[src/rtl/npc_ras_unit.sv]
// Next-PC / PC register unit for the multi-cycle MIPS core, with EPC and a
// circular return-address stack that is pushed on links and popped on returns.
module npc_ras_unit #(
  parameter int          ADDR_W     = 32,
  parameter logic [31:0] RESET_PC   = 32'h0000_3000,
  parameter logic [31:0] EXC_VECTOR = 32'h0000_4180,
  parameter int          RAS_DEPTH  = 8
) (
  input  logic                         clk,
  input  logic                         rst_n,
  input  logic                         pc_we,
  input  logic [2:0]                   npc_op,
  input  logic [25:0]                  imm,
  input  logic                         link,
  input  logic [ADDR_W-1:0]            reg_target,
  output logic [ADDR_W-1:0]            pc,
  output logic [ADDR_W-1:0]            pc_plus4,
  output logic [ADDR_W-1:0]            epc,
  output logic [$clog2(RAS_DEPTH):0]   ras_count,
  output logic                         ras_empty,
  output logic                         ras_full,
  output logic                         ras_hit,
  output logic                         ras_underflow,
  output logic                         ras_overflow,
  output logic                         misalign,
  output logic                         op_err
);

  localparam int AW = ADDR_W - 2;
  localparam int PW = $clog2(RAS_DEPTH);
  localparam int CW = PW + 1;

  typedef enum logic [2:0] {
    OP_PLUS4  = 3'd0,
    OP_BRANCH = 3'd1,
    OP_JUMP   = 3'd2,
    OP_JR     = 3'd3,
    OP_RET    = 3'd4,
    OP_EXC    = 3'd5,
    OP_ERET   = 3'd6,
    OP_RSVD   = 3'd7
  } npc_op_e;

  npc_op_e         op;
  logic [AW-1:0]   pc_w;
  logic [AW-1:0]   seq_w;
  logic [AW-1:0]   next_w;
  logic [AW-1:0]   ras_mem [RAS_DEPTH];
  logic [PW-1:0]   ptr, ptr_nx, top_ptr, wr_ptr;
  logic [CW-1:0]   cnt, cnt_nx;
  logic            non_empty, full_now;
  logic            pop, push, ovf_set;
  logic            hit_nx, und_nx, mis_nx, operr_nx;

  assign op        = npc_op_e'(npc_op);
  assign seq_w     = pc_w + AW'(1);
  assign top_ptr   = ptr - PW'(1);
  assign non_empty = (cnt != '0);
  assign full_now  = (cnt == CW'(RAS_DEPTH));

  // A linked RET pops first, so its push lands on the slot the pop just freed.
  assign pop     = (op == OP_RET) && non_empty;
  assign push    = link && (op != OP_EXC) && (op != OP_RSVD);
  assign wr_ptr  = pop ? top_ptr : ptr;
  assign ovf_set = push && !pop && full_now;

  // NOTE: every combinational output gets a default first so no latch is inferred.
  always_comb begin
    next_w   = seq_w;
    hit_nx   = 1'b0;
    und_nx   = 1'b0;
    mis_nx   = 1'b0;
    operr_nx = 1'b0;
    unique case (op)
      OP_PLUS4:  next_w = seq_w;
      OP_BRANCH: next_w = seq_w + AW'($signed(imm[15:0]));
      OP_JUMP:   next_w = (pc_w & ~AW'(26'h3FF_FFFF)) | AW'(imm);
      OP_JR: begin
        next_w = reg_target[ADDR_W-1:2];
        mis_nx = (reg_target[1:0] != 2'b00);
      end
      OP_RET: begin
        if (non_empty) begin
          next_w = ras_mem[top_ptr];
          hit_nx = 1'b1;
        end else begin
          next_w = reg_target[ADDR_W-1:2];
          und_nx = 1'b1;
          mis_nx = (reg_target[1:0] != 2'b00);
        end
      end
      OP_EXC:  next_w = EXC_VECTOR[ADDR_W-1:2];
      OP_ERET: next_w = epc[ADDR_W-1:2];
      OP_RSVD: begin
        next_w   = pc_w;
        operr_nx = 1'b1;
      end
      default: next_w = seq_w;
    endcase
  end

  always_comb begin
    ptr_nx = ptr;
    cnt_nx = cnt;
    if (push && !pop) begin
      ptr_nx = ptr + PW'(1);
      cnt_nx = full_now ? cnt : cnt + CW'(1);
    end else if (pop && !push) begin
      ptr_nx = top_ptr;
      cnt_nx = cnt - CW'(1);
    end
  end

  // NOTE: sequential state uses non-blocking assignments only.
  always_ff @(posedge clk) begin
    if (!rst_n) begin
      pc_w          <= RESET_PC[ADDR_W-1:2];
      epc           <= '0;
      ptr           <= '0;
      cnt           <= '0;
      ras_hit       <= 1'b0;
      ras_underflow <= 1'b0;
      ras_overflow  <= 1'b0;
      misalign      <= 1'b0;
      op_err        <= 1'b0;
    end else if (pc_we) begin
      pc_w          <= next_w;
      if (op == OP_EXC) epc <= pc;
      ptr           <= ptr_nx;
      cnt           <= cnt_nx;
      ras_hit       <= hit_nx;
      ras_underflow <= und_nx;
      ras_overflow  <= ras_overflow | ovf_set;
      misalign      <= mis_nx;
      op_err        <= operr_nx;
    end else begin
      ras_hit       <= 1'b0;
      ras_underflow <= 1'b0;
      misalign      <= 1'b0;
      op_err        <= 1'b0;
    end
  end

  // NOTE: stack storage has no reset; validity is tracked by ptr/cnt alone.
  always_ff @(posedge clk) begin
    if (rst_n && pc_we && push) ras_mem[wr_ptr] <= seq_w;
  end

  assign pc        = {pc_w, 2'b00};
  assign pc_plus4  = {seq_w, 2'b00};
  assign ras_count = cnt;
  assign ras_empty = (cnt == '0);
  assign ras_full  = full_now;

endmodule

[config.mk]
export PLATFORM = sky130hd
export DESIGN_NAME = npc_ras_unit
export DESIGN_NICKNAME = d
export VERILOG_FILES = /design/src/rtl/npc_ras_unit.sv
export SDC_FILE = /design/constraint.sdc
export NUM_CORES = 1
export LEC_CHECK = 0
export CAP_MARGIN = 20
export CORE_MARGIN = 1
export CORE_UTILIZATION = 61
export DETAILED_ROUTE_END_ITERATION = 7
export GPL_TIMING_DRIVEN = 1
export HOLD_SLACK_MARGIN = 0.05
export PLACE_DENSITY_LB_ADDON = 0.15
export SKIP_LAST_GASP = 1
export SLEW_MARGIN = 20
export SYNTH_ARGS = -nofsm -noshare
export SYNTH_HDL_FRONTEND = slang
export SYNTH_SLANG_ARGS = --single-unit
[constraint.sdc]
create_clock -name clk -period 6.7 [get_ports clk]
set_input_delay 0.67 -clock clk [delete_from_list [all_inputs] [get_ports clk]]
set_output_delay 0.67 -clock clk [all_outputs]
set_load 0.01 [all_outputs]
==> impl_metrics.yaml <==
status:
  status: "completed"
worst_hold_path:
  min_to: "epc[26]"
  hold_path_class: "flop to flop"
  hold_path_depth: 2
  hold_start: "epc[26]"
floorplan:
  placementRows: 57
  fp.dieArea_sq_um: 25930
  start_util_pct: 62.87
  ios: 172
  core_area_sq_um: 24530
  fp.dieW_microns: 161.0
  die_height_microns: 161.0
timing:
  relSlewSlack_pct: 23.11
  fin_tns_setup_ns: 0
  fin_crit_sh_pct: 77.86
  rsz0062_at_grt: "no"
  final_hold_viol_count: 0
  period_minus_slack_ns: 5.217
  fin_skew_ns: 0.009463
  fin_hold_ws_ns: 0.4788
  fmax_ghz: 0.1917
  drv_slew: 0
  setup_viol: 0
  worst_slew_pin_slew_ns: 1.145
clocking:
  cts_tree: "yes"
  holdBufCountCts: 0
  clock-sinks: 312
  cts_resized: 0
  clk_transition_reported_paths_ns: 0.06
  clockBufferDepth: 3
  cts_htree_levels: 1
  insertion_delay_ns: 0.57
  cts_buffers: 30
  cts_root_buffer: "clkbuf_16"
  cts_setup_buffers: 0
drt:
  dr.pass1.iters: 6
  drc: 0
  antenna_left: 0
  num_vias: 12171
  first_iter_violations: 1638
  wirelength_microns: 49280
  vias_per_cell: 6.869
  wl_per_cell_microns: 27.81
power_and_ir_drop:
  pwr_density_cell_nw_per_um2: 256.4
  vdd_ir_drop_max_mv: 0.2887
  leakage_nw: 6.378
synth:
  synth_cell_types: 73
  yosys-top-cells-count: "edfxtp_1 (240), nand2_1 (160), a21oi_1 (106)"
  synth_area_leaders: "edfxtp_1 (47%), dfxtp_1 (9.3%), mux4_2 (8.8%), nand2_1 (3.9%), ha_1 (3.6%)"
  yosysTopAreaCell: "edfxtp_1"
  syn_inst: 1262
  ys.warnings.count: 0
  syn_area_sq_um: 15420
  yosysTopAreaCellShare_pct: 46.72
  async_flop_share_pct: 0
  ys_ff_latch: 312
  ys_seq_area_share_pct: 56.07
  synth_edf_count: 240
  synth.avg_cell_area_sq_um: 12.22
  synth_most_common_cell: "edfxtp_1"
  synth-main-ff-cell: "edfxtp_1"
setup_path:
  ff2ff_path_depth: 15
  end_kind: "output pin"
  path_class: "flop to output pin"
  cp_max_fo: 10
  reg2reg_from: "pc_w[0]"
  critPathArrivalTime_ns: 4.55
  ff2ff_setup_slack_ns: 1.63
  start_kind: "flop"
  critPathRequiredTime_ns: 6.03
  r2r_end: "pc_w[28]"
final_layout:
  multiInputGateArea_sq_um: 6482
  nets: 1535
  n_fill_cell: 1598
  drive_gt1_share_pct: 12.37
  seq_area_sq_um: 8652
  layout-area-overhead-vs-synth_pct: 20.87
global_routing:
  grt-ovfl-total: 0
  grt_usage_pct: 37.65
  grt_pass1_wl_microns: 71860
  grt_max_degree: 46
  antenna_found_initial: 1
  grt_pass1_vias: 11525
placed_design:
  gp_congestion: 0.9966
  io_buffer_count: 165
  dpl.hpwl_microns: 32240
flow_run:
  drv_cap: 0
[state kept, by name (all words and copies together), names as in the netlist]
name,cells
epc,30
misalign,1
op_err,1
pc_w,30
ptr,3
ras_count,4
ras_hit,1
ras_mem,240
ras_overflow,1
ras_underflow,1
[stage by stage]
stage / setup WS, ns / power [mW] / cells / cell area, sq um / utilization (%)
2_1_floorplan: 2.175 / 2.747 / 1267 / 15440 / -
5_1_grt: 1.419 / 4.903 / 1772 / 18640 / 75.99
3_3_place_gp: 2.001 / 3.098 / 1711 / 17540 / 71.48
6_report: 1.483 / 4.780 / 1772 / 18640 / 75.99
4_1_cts: 1.680 / 4.757 / 1768 / 18550 / 75.62
3_5_place_dp: 1.847 / 3.110 / 1713 / 17580 / 71.67
[cell families after synthesis]
family | Yosys count | synth area share, %
AO/OA/AOI/OAI | 330 | 13.92
XOR/XNOR | 51 | 3.066
buffers and inverters | 104 | 2.831
adder cells (fa/ha/maj) | 46 | 3.829
flip-flops | 312 | 56.07
multiplexers | 79 | 9.994
AND/OR/NAND/NOR | 339 | 10.27
other | 1 | 0.02431
[layout by cell type, fill, tap and decap left out, types with 7 or more instances in the layout]
master / synthesis / layout
inv_1: 19 / 19
nor2_1: 53 / 45
a21oi_1: 106 / 106
a21o_1: 12 / 12
mux2i_1: 19 / 19
o21ai_0: 69 / 68
nor3_1: 19 / 18
clkbuf_16: 0 / 30
nor2b_1: 8 / 8
nor2_4: 0 / 8
edfxtp_1: 240 / 240
o221ai_1: 11 / 11
mux4_2: 60 / 60
o21a_1: 8 / 8
nand3_1: 27 / 27
o31ai_1: 11 / 10
clkinv_1: 3 / 12
xor2_1: 17 / 15
dfxtp_1: 72 / 71
nand2b_1: 7 / 7
o211ai_1: 41 / 41
and3_1: 10 / 10
and2_1: 8 / 8
a31oi_1: 13 / 13
nand2_1: 160 / 160
xnor2_1: 32 / 31
clkdlybuf4s50_1: 0 / 165
ha_1: 44 / 43
o2111a_1: 10 / 10
buf_4: 6 / 37
nand4_1: 11 / 11
[how the worst max path moves through the flow]
stage / startpoint / end / cells after the start
after floorplan: ptr[0] / ras_mem[4][0] / 11
after global placement: pc_w[0] / pc_w[28] / 15
after detailed placement: pc_w[0] / pc_w[29] / 15
after CTS: pc_w[0] / pc_plus4[30] / 8
after global routing: pc_w[0] / pc_w[28] / 15
final: pc_w[0] / pc_plus4[30] / 8
[cell type report]
class | instances | area share [%]
multi-input cells | 851 | 34.77
clock buffers | 36 | 4.201
diodes | 1 | 0.01342
well taps | 324 | 2.174
inverters | 22 | 0.4429
flip-flops and latches | 312 | 46.41
repair buffers | 207 | 11.01
clock inverters | 19 | 0.9865
[power by group]
group          internal, mW  switching [mW]
Combinational         0.374           0.533
Clock                 0.947           0.733
Sequential             2.13          0.0595
Total                  3.45            1.33
[worst max-delay path, cell delays in order (launching register included)]
cell and delay, ns:
dfxtp_1 0.47, ha_1 0.27, nand4_1 0.19, nor3_1 0.53, nor2b_1 0.37, nor2b_1 0.44, and2_1 0.25, xor2_1 0.75
clkdlybuf4s50_1 0.70
[layer usage]
layer  share of wire [%]  track usage (%)  vias to the layer above
met5                   0                0                        -
met4                 5.0            16.47                        0
met3                  10            6.292                      167
met2                  47            60.23                      813
met1                  37            51.26                     6021
li1                    -                -                     5170
(Power assumes the default switching activity.)
